--- config.mk ---
export PLATFORM = sky130hd
export DESIGN_NAME = shift_pipe
export DESIGN_NICKNAME = d
export VERILOG_FILES = /design/src/rtl/shift_pkg.sv /design/src/rtl/shift_pipe_level.sv /design/src/rtl/shift_pipe.sv
export SDC_FILE = /design/constraint.sdc
export NUM_CORES = 1
export LEC_CHECK = 0
export ABC_AREA = 1
export ABC_CLOCK_PERIOD_IN_PS = 1300
export BUFFER_PORTS_ARGS = -buffer_cell sky130_fd_sc_hd__buf_2
export CAP_MARGIN = 30
export CORE_UTILIZATION = 36
export CTS_BUF_LIST = sky130_fd_sc_hd__clkbuf_4 sky130_fd_sc_hd__clkbuf_8
export DETAILED_ROUTE_END_ITERATION = 10
export SLEW_MARGIN = 20
export SYNTH_ARGS = -nofsm -noshare
export SYNTH_HDL_FRONTEND = slang
export SYNTH_SLANG_ARGS = --single-unit
--- constraint.sdc ---
create_clock -name clk -period 1.3 [get_ports clk]
set_input_delay 0.13 -clock clk [delete_from_list [all_inputs] [get_ports clk]]
set_output_delay 0.13 -clock clk [all_outputs]
set_load 0.01 [all_outputs]
--- src/rtl/shift_pkg.sv ---
`default_nettype none
// ============================================================================
// Module      : shift_pkg
// Description : Shared types and helpers for the pipelined shifter:
//               shift opcode enum, default operand width, bit-reverse helper.
// Revision    : 1.0 - initial release
// ============================================================================
package shift_pkg;

  localparam int DEFAULT_WIDTH = 32;

  // Widest operand the bit-reverse helper handles; must exceed WIDTH.
  localparam int SHIFT_MAX_W = 256;

  typedef enum logic [1:0] {
    SHIFT_SLL = 2'b00,
    SHIFT_SRL = 2'b01,
    SHIFT_SRA = 2'b10,
    SHIFT_ROR = 2'b11
  } shift_op_e;

  // Reverse the low w bits of x; bits at and above w come back as zero.
  function automatic logic [SHIFT_MAX_W-1:0] bitrev(input logic [SHIFT_MAX_W-1:0] x,
                                                    input int w);
    logic [SHIFT_MAX_W-1:0] r;
    r = '0;
    for (int i = 0; i < SHIFT_MAX_W; i++) begin
      if (i < w) r[i] = x[w-1-i];
    end
    return r;
  endfunction

endpackage
`default_nettype wire

--- src/rtl/shift_pipe_level.sv ---
`default_nettype none
// ============================================================================
// Module      : shift_level
// Description : One combinational right-shift mux level of distance DIST.
//               Vacated MSBs take the fill bit, or the shifted-out LSBs when
//               rotating (rotate path only with SHIFT_PIPE_ROTATE_EN).
// Revision    : 1.0 - initial release
// ============================================================================
module shift_level #(
  parameter int WIDTH = 32,
  parameter int DIST  = 1
) (
  input  logic [WIDTH-1:0] data_i,
  input  logic             en,
  input  logic             fill,
  input  logic             rot,
  output logic [WIDTH-1:0] data_o
);

  logic [WIDTH-1:0] shifted;

`ifdef SHIFT_PIPE_ROTATE_EN
  // Rotate wraps the low DIST bits to the top; otherwise fill from the left.
  always_comb begin
    shifted = {{DIST{fill}}, data_i[WIDTH-1:DIST]};
    if (rot) shifted = {data_i[DIST-1:0], data_i[WIDTH-1:DIST]};
  end
`else
  // No wrap path: rotate requests degrade to a plain fill shift.
  logic unused_rot;
  assign unused_rot = rot;

  always_comb begin
    shifted = {{DIST{fill}}, data_i[WIDTH-1:DIST]};
  end
`endif

  assign data_o = en ? shifted : data_i;

endmodule
`default_nettype wire

--- src/rtl/shift_pipe.sv ---
`default_nettype none
// ============================================================================
// Module      : shift_pipe
// Description : Pipelined SLL/SRL/SRA/(ROR) shifter. The log2(WIDTH) mux
//               levels are spread over PIPE_STAGES registered stages with
//               collapsing valid/ready flow control, flush and a sideband tag.
//               Build option: SHIFT_PIPE_ROTATE_EN enables ROR for op 2'b11;
//               without it op 2'b11 behaves as SRL.
//               WIDTH must be below shift_pkg::SHIFT_MAX_W.
// Revision    : 1.0 - initial release
// ============================================================================
module shift_pipe
  import shift_pkg::*;
#(
  parameter  int WIDTH       = DEFAULT_WIDTH,
  parameter  int PIPE_STAGES = 2,
  parameter  int TAG_W       = 4,
  localparam int SHAMT_W     = $clog2(WIDTH)
) (
  input  logic               clk,
  input  logic               rst_n,
  input  logic               flush,
  input  logic               in_valid,
  output logic               in_ready,
  input  logic [WIDTH-1:0]   in_data,
  input  logic [SHAMT_W-1:0] in_shamt,
  input  logic [1:0]         in_op,
  input  logic [TAG_W-1:0]   in_tag,
  output logic               out_valid,
  input  logic               out_ready,
  output logic [WIDTH-1:0]   out_data,
  output logic [TAG_W-1:0]   out_tag
);

  localparam int S = PIPE_STAGES;

  // Stage registers
  logic [S-1:0]       v_q, v_d;
  logic [S-1:0]       fill_q, fill_d;
  logic [WIDTH-1:0]   data_q  [S];
  logic [WIDTH-1:0]   data_d  [S];
  logic [SHAMT_W-1:0] shamt_q [S];
  logic [SHAMT_W-1:0] shamt_d [S];
  shift_op_e          op_q    [S];
  shift_op_e          op_d    [S];
  logic [TAG_W-1:0]   tag_q   [S];
  logic [TAG_W-1:0]   tag_d   [S];

  // What each stage consumes: entry logic for stage 0, previous register else
  logic [S-1:0]       src_v, src_fill;
  logic [WIDTH-1:0]   src_data  [S];
  logic [SHAMT_W-1:0] src_shamt [S];
  shift_op_e          src_op    [S];
  logic [TAG_W-1:0]   src_tag   [S];

  logic [WIDTH-1:0]   stg_res [S];
  logic [WIDTH-1:0]   lvl_in  [SHAMT_W];
  logic [WIDTH-1:0]   lvl_out [SHAMT_W];
  logic [S-1:0]       rdy;

  shift_op_e          in_op_e;
  logic [SHIFT_MAX_W-1:0] ent_rev, out_rev;

  assign in_op_e = shift_op_e'(in_op);
  // Left shifts run through the right-shift levels on a bit-reversed operand.
  assign ent_rev = bitrev(SHIFT_MAX_W'(in_data), WIDTH);
  assign out_rev = bitrev(SHIFT_MAX_W'(stg_res[S-1]), WIDTH);

  // Select each stage's source: the request port or the preceding register.
  always_comb begin
    src_v[0]     = in_valid;
    src_data[0]  = (in_op_e == SHIFT_SLL) ? ent_rev[WIDTH-1:0] : in_data;
    src_shamt[0] = in_shamt;
    src_op[0]    = in_op_e;
    src_fill[0]  = (in_op_e == SHIFT_SRA) & in_data[WIDTH-1];
    src_tag[0]   = in_tag;
    for (int s = 1; s < S; s++) begin
      src_v[s]     = v_q[s-1];
      src_data[s]  = data_q[s-1];
      src_shamt[s] = shamt_q[s-1];
      src_op[s]    = op_q[s-1];
      src_fill[s]  = fill_q[s-1];
      src_tag[s]   = tag_q[s-1];
    end
  end

  // Mux level k lives in stage k*S/SHAMT_W; levels of one stage chain directly.
  for (genvar k = 0; k < SHAMT_W; k++) begin : g_level
    localparam int  STG   = (k * S) / SHAMT_W;
    localparam bit  FIRST = (k == 0) || ((((k - 1) * S) / SHAMT_W) != STG);
    localparam bit  LAST  = (k == SHAMT_W - 1) || ((((k + 1) * S) / SHAMT_W) != STG);

    if (FIRST) begin : g_first
      assign lvl_in[k] = src_data[STG];
    end else begin : g_chain
      assign lvl_in[k] = lvl_out[k-1];
    end

    shift_level #(
      .WIDTH (WIDTH),
      .DIST  (1 << k)
    ) u_level (
      .data_i (lvl_in[k]),
      .en     (src_shamt[STG][k]),
      .fill   (src_fill[STG]),
      .rot    (src_op[STG] == SHIFT_ROR),
      .data_o (lvl_out[k])
    );

    if (LAST) begin : g_last
      assign stg_res[STG] = lvl_out[k];
    end
  end

  // Ready chain back to front, then per-stage load/hold and flush.
  always_comb begin
    rdy[S-1] = out_ready | ~v_q[S-1];
    for (int s = S - 2; s >= 0; s--) rdy[s] = rdy[s+1] | ~v_q[s];

    v_d    = v_q;
    fill_d = fill_q;
    for (int s = 0; s < S; s++) begin
      data_d[s]  = data_q[s];
      shamt_d[s] = shamt_q[s];
      op_d[s]    = op_q[s];
      tag_d[s]   = tag_q[s];
      if (rdy[s]) begin
        v_d[s] = src_v[s];
        if (src_v[s]) begin
          data_d[s]  = stg_res[s];
          shamt_d[s] = src_shamt[s];
          op_d[s]    = src_op[s];
          fill_d[s]  = src_fill[s];
          tag_d[s]   = src_tag[s];
          // Undo the entry reversal before the output register.
          if ((s == S - 1) && (src_op[s] == SHIFT_SLL)) data_d[s] = out_rev[WIDTH-1:0];
        end
      end
    end
    if (flush) v_d = '0;
  end

  // Stage registers with asynchronous clear.
  always_ff @(posedge clk or negedge rst_n) begin
    if (!rst_n) begin
      v_q    <= '0;
      fill_q <= '0;
      for (int s = 0; s < S; s++) begin
        data_q[s]  <= '0;
        shamt_q[s] <= '0;
        op_q[s]    <= SHIFT_SLL;
        tag_q[s]   <= '0;
      end
    end else begin
      v_q    <= v_d;
      fill_q <= fill_d;
      for (int s = 0; s < S; s++) begin
        data_q[s]  <= data_d[s];
        shamt_q[s] <= shamt_d[s];
        op_q[s]    <= op_d[s];
        tag_q[s]   <= tag_d[s];
      end
    end
  end

  assign in_ready  = rdy[0];
  assign out_valid = v_q[S-1];
  assign out_data  = data_q[S-1];
  assign out_tag   = tag_q[S-1];

  // Last-stage control fields and helper padding bits have no consumer.
  logic unused_bits;
  assign unused_bits = ^{shamt_q[S-1], fill_q[S-1], op_q[S-1],
                         ent_rev[SHIFT_MAX_W-1:WIDTH], out_rev[SHIFT_MAX_W-1:WIDTH]};

endmodule
`default_nettype wire

==> impl_results.md <==
* Die width at 125 µm
* Commonest cells post-synth: 310 x nand2_1, 247 x nand3_1, 79 x dfrtp_1
* Routed WL per cell at 14.5 µm
* Initial antenna violation count at 0
* Hold Path Class: in -> reg
* Clk sinks at 79
* Synth top area cells: dfrtp_1 36%, nand3_1 23%, nand2_1 21%
* DRC violations left at 5
* Final Hold Fails at 0
* First-pass GRT wire length at 27200 µm
* Core Box Area at 14700 µm²
* Clock Tree Root: clkbuf_8
* Status: finished with violations
* YS warnings at 0
* Post-Syn Nets at 893
* R2R Path Start: shamt_q[8]$_DFFE_PN0P_
* Num CTS Buffers at 9
* Mapped Cells at 845
* CTS tree: done
* Setup violations, final at 26
* Drt pass-1 iters at 11
* Inst Count DP at 1069
* Mapped Area at 5470 µm²
* Static Leak at 3.45 nW
* PD cells at 1160 nW/µm²
* Worst-path clk slew at 0.08 ns
* Synthesis-stage register bit count at 79
* FF-to-FF path depth at 8
* ANT nets after route at 0
* Chip height at 125 µm
* Crit-path max FO at 6
* First DRT Iteration DRCs at 550
* Worst-skew pair later-pin latency at 0.36 ns
* CP arrival at 1.61 ns
* Vias in the first global route at 5453
* RSZ-0062 raised after global routing: yes
* Hpwl dp at 11500 µm
* Async S/R FF share, synth at 1.00
* Final nets at 959
* CP Capture Type: register
* EDFF count, synth at 0
* Maximum clock frequency at 0.733 GHz
* Hold Startpoint: in_valid
* Tmin final at 1.36 ns
* Avg Inst Size Synth at 6.47 µm²
* IO buf count at 85
* RePlAce Congestion at 0.894
* Largest area contributor in the netlist: dfrtp_1
* R2R setup slack at -0.06 ns
* Dpl ws at -0.157 ns
* Ratio of cells with drive above 1 in the final layout at 0.228
* Largest net degree at the start of global routing at 80
* Post-synth top flop: dfrtp_1
* Worst setup margin at -0.0640 ns
* Worst Hold End: v_q[0]$_DFFE_PN0P_
* Area Growth Syn to Fin at 22.6%
* IO Count at 86
* Yosys cell types at 18
* H-tree Lvls at 3
* Violated checks: DRC, setup timing
* CP required at 1.54 ns
* Sequential area share after synthesis at 0.361
* WL final at 16000 µm
* Fin Clk Skew at 0.0129 ns
* Total gr overflow at 0
* Slew Limit Fails at 0
* Register area at 1980 µm²
* DIE AREA at 15700 µm²
* ANT cells at 0
* Initial core utilization at 0.372
* Slew HR at 0.709
* Area taken by multi-input logic gates at 3090 µm²
* VDD IR-drop max at 581 µV
* Worst hold path depth at 3
* FF-to-FF End: out_data[26]$_DFFE_PN0P_
* Final-layout fill cell count at 1569
* # rows at 44
* Crit share post-route at 1.05
* DR vias at 5758
* Synth top area share at 0.361
* Number of vias per cell at 5.23
* Critical path startpoint category: register
* Max cap viols at 0
* CTS Buffer Depth at 2
* GRT Total Usage at 0.214
* Non-filler instance count after layout at 1100
* Worst-Margin Slew at 0.437 ns
* Final Util at 0.456
* CP Class: reg -> reg
* Pwr Total at 7.78 mW
* Count leader, synth: nand2_1
[kinds of logic (layout without fill, tap and decap cells)]
kind of cell           Yosys count  in the layout  share of synthesized area
AND/OR/NAND/NOR                580            580                      0.459
buffers and inverters          111            182                      0.111
flip-flops                      79             79                      0.361
AO/OA/AOI/OAI                   75             75                     0.0686
[flip-flops by register name, indices dropped and copies added (netlist names)]
register	flops
fill_q	1
out_tag	4
out_data	32
v_q	2
shamt_q	2
op_q	2
src_tag	4
data_q	32
[routing by layer]
metal | vias to the layer above | track usage | wire [µm]
met5 | - | 0 | 0
met4 | 0 | 0.0703 | 403
met3 | 31 | 0.0265 | 667
met2 | 150 | 0.341 | 7330
met1 | 2656 | 0.300 | 7560
li1 | 2921 | - | -
[placed cells by master (no fill, tap or decap), types with 12 or more instances in the layout]
| master | count |
|---|---|
| o21ai_1 | 18 |
| nand3_1 | 243 |
| buf_2 | 84 |
| o21ai_0 | 20 |
| o21ai_2 | 15 |
| dfrtp_1 | 77 |
| buf_4 | 33 |
| nand2_1 | 302 |
| buf_12 | 12 |
| nor2_1 | 15 |
| inv_1 | 17 |
[worst max path at each step]
stage	from	to	slack (ns)	cells past startpoint
final	shamt_q[8]$_DFFE_PN0P_	out_data[26]$_DFFE_PN0P_	-0.06	8
after global routing	shamt_q[9]$_DFFE_PN0P_	out_data[26]$_DFFE_PN0P_	-0.14	7
after CTS	shamt_q[8]$_DFFE_PN0P_	out_data[26]$_DFFE_PN0P_	-0.03	8
after detailed placement	shamt_q[8]$_DFFE_PN0P_	out_data[21]$_DFFE_PN0P_	-0.16	6
after global placement	shamt_q[8]$_DFFE_PN0P_	out_data[21]$_DFFE_PN0P_	-0.13	6
after floorplan	op_q[3]$_DFFE_PN0P_	out_data[10]$_DFFE_PN0P_	0.07	5
[power breakdown]
part           leakage, nW  internal, mW  switching [mW]  total (mW)
logic                 2.37          1.12            1.62        2.74
clock network        0.104          1.00           0.869        1.87
registers            0.973          2.88           0.284        3.16
total                 3.45          5.00            2.78        7.78
[area by class of cell]
class / count / area share
multi-input combinational: 655 / 0.462
sequential: 79 / 0.295
timing repair buffer: 142 / 0.163
tap: 184 / 0.0343
clock buffer: 13 / 0.0239
inverter: 23 / 0.0142
clock inverter: 3 / 0.00635
timing repair inverter: 1 / 0.00112
[metrics by stage]
step	TNS [ns]	hold slack (ns)	area [µm²]
global route	-3.40	0.0364	6700
global placement	-2.74	0.186	6080
finish	-0.613	0.0309	6700
CTS	-0.360	0.000769	6520
floorplan	0	-0.166	5470
detailed placement	-2.87	0.184	6080
[timing repair]
action                                  in CTS  in global routing
pin swaps                                    1                 13
setup buffers                                2                  1
endpoints found under the setup margin      32                 65
gates resized for setup                     53                 40
cloned                                       3                  2
hold buffers                                 7                  0
hold endpoints to repair                    86                  0
[worst max-delay path: stages, from the launching register on]
cell,delay (ns)
dfrtp_2,0.47
buf_6,0.15
or2_4,0.23
o21ai_2,0.07
nand2_1,0.07
nand2_1,0.07
nand2_1,0.05
nand3_1,0.08
nand2_1,0.05
Power figures use the tool's default switching activity.
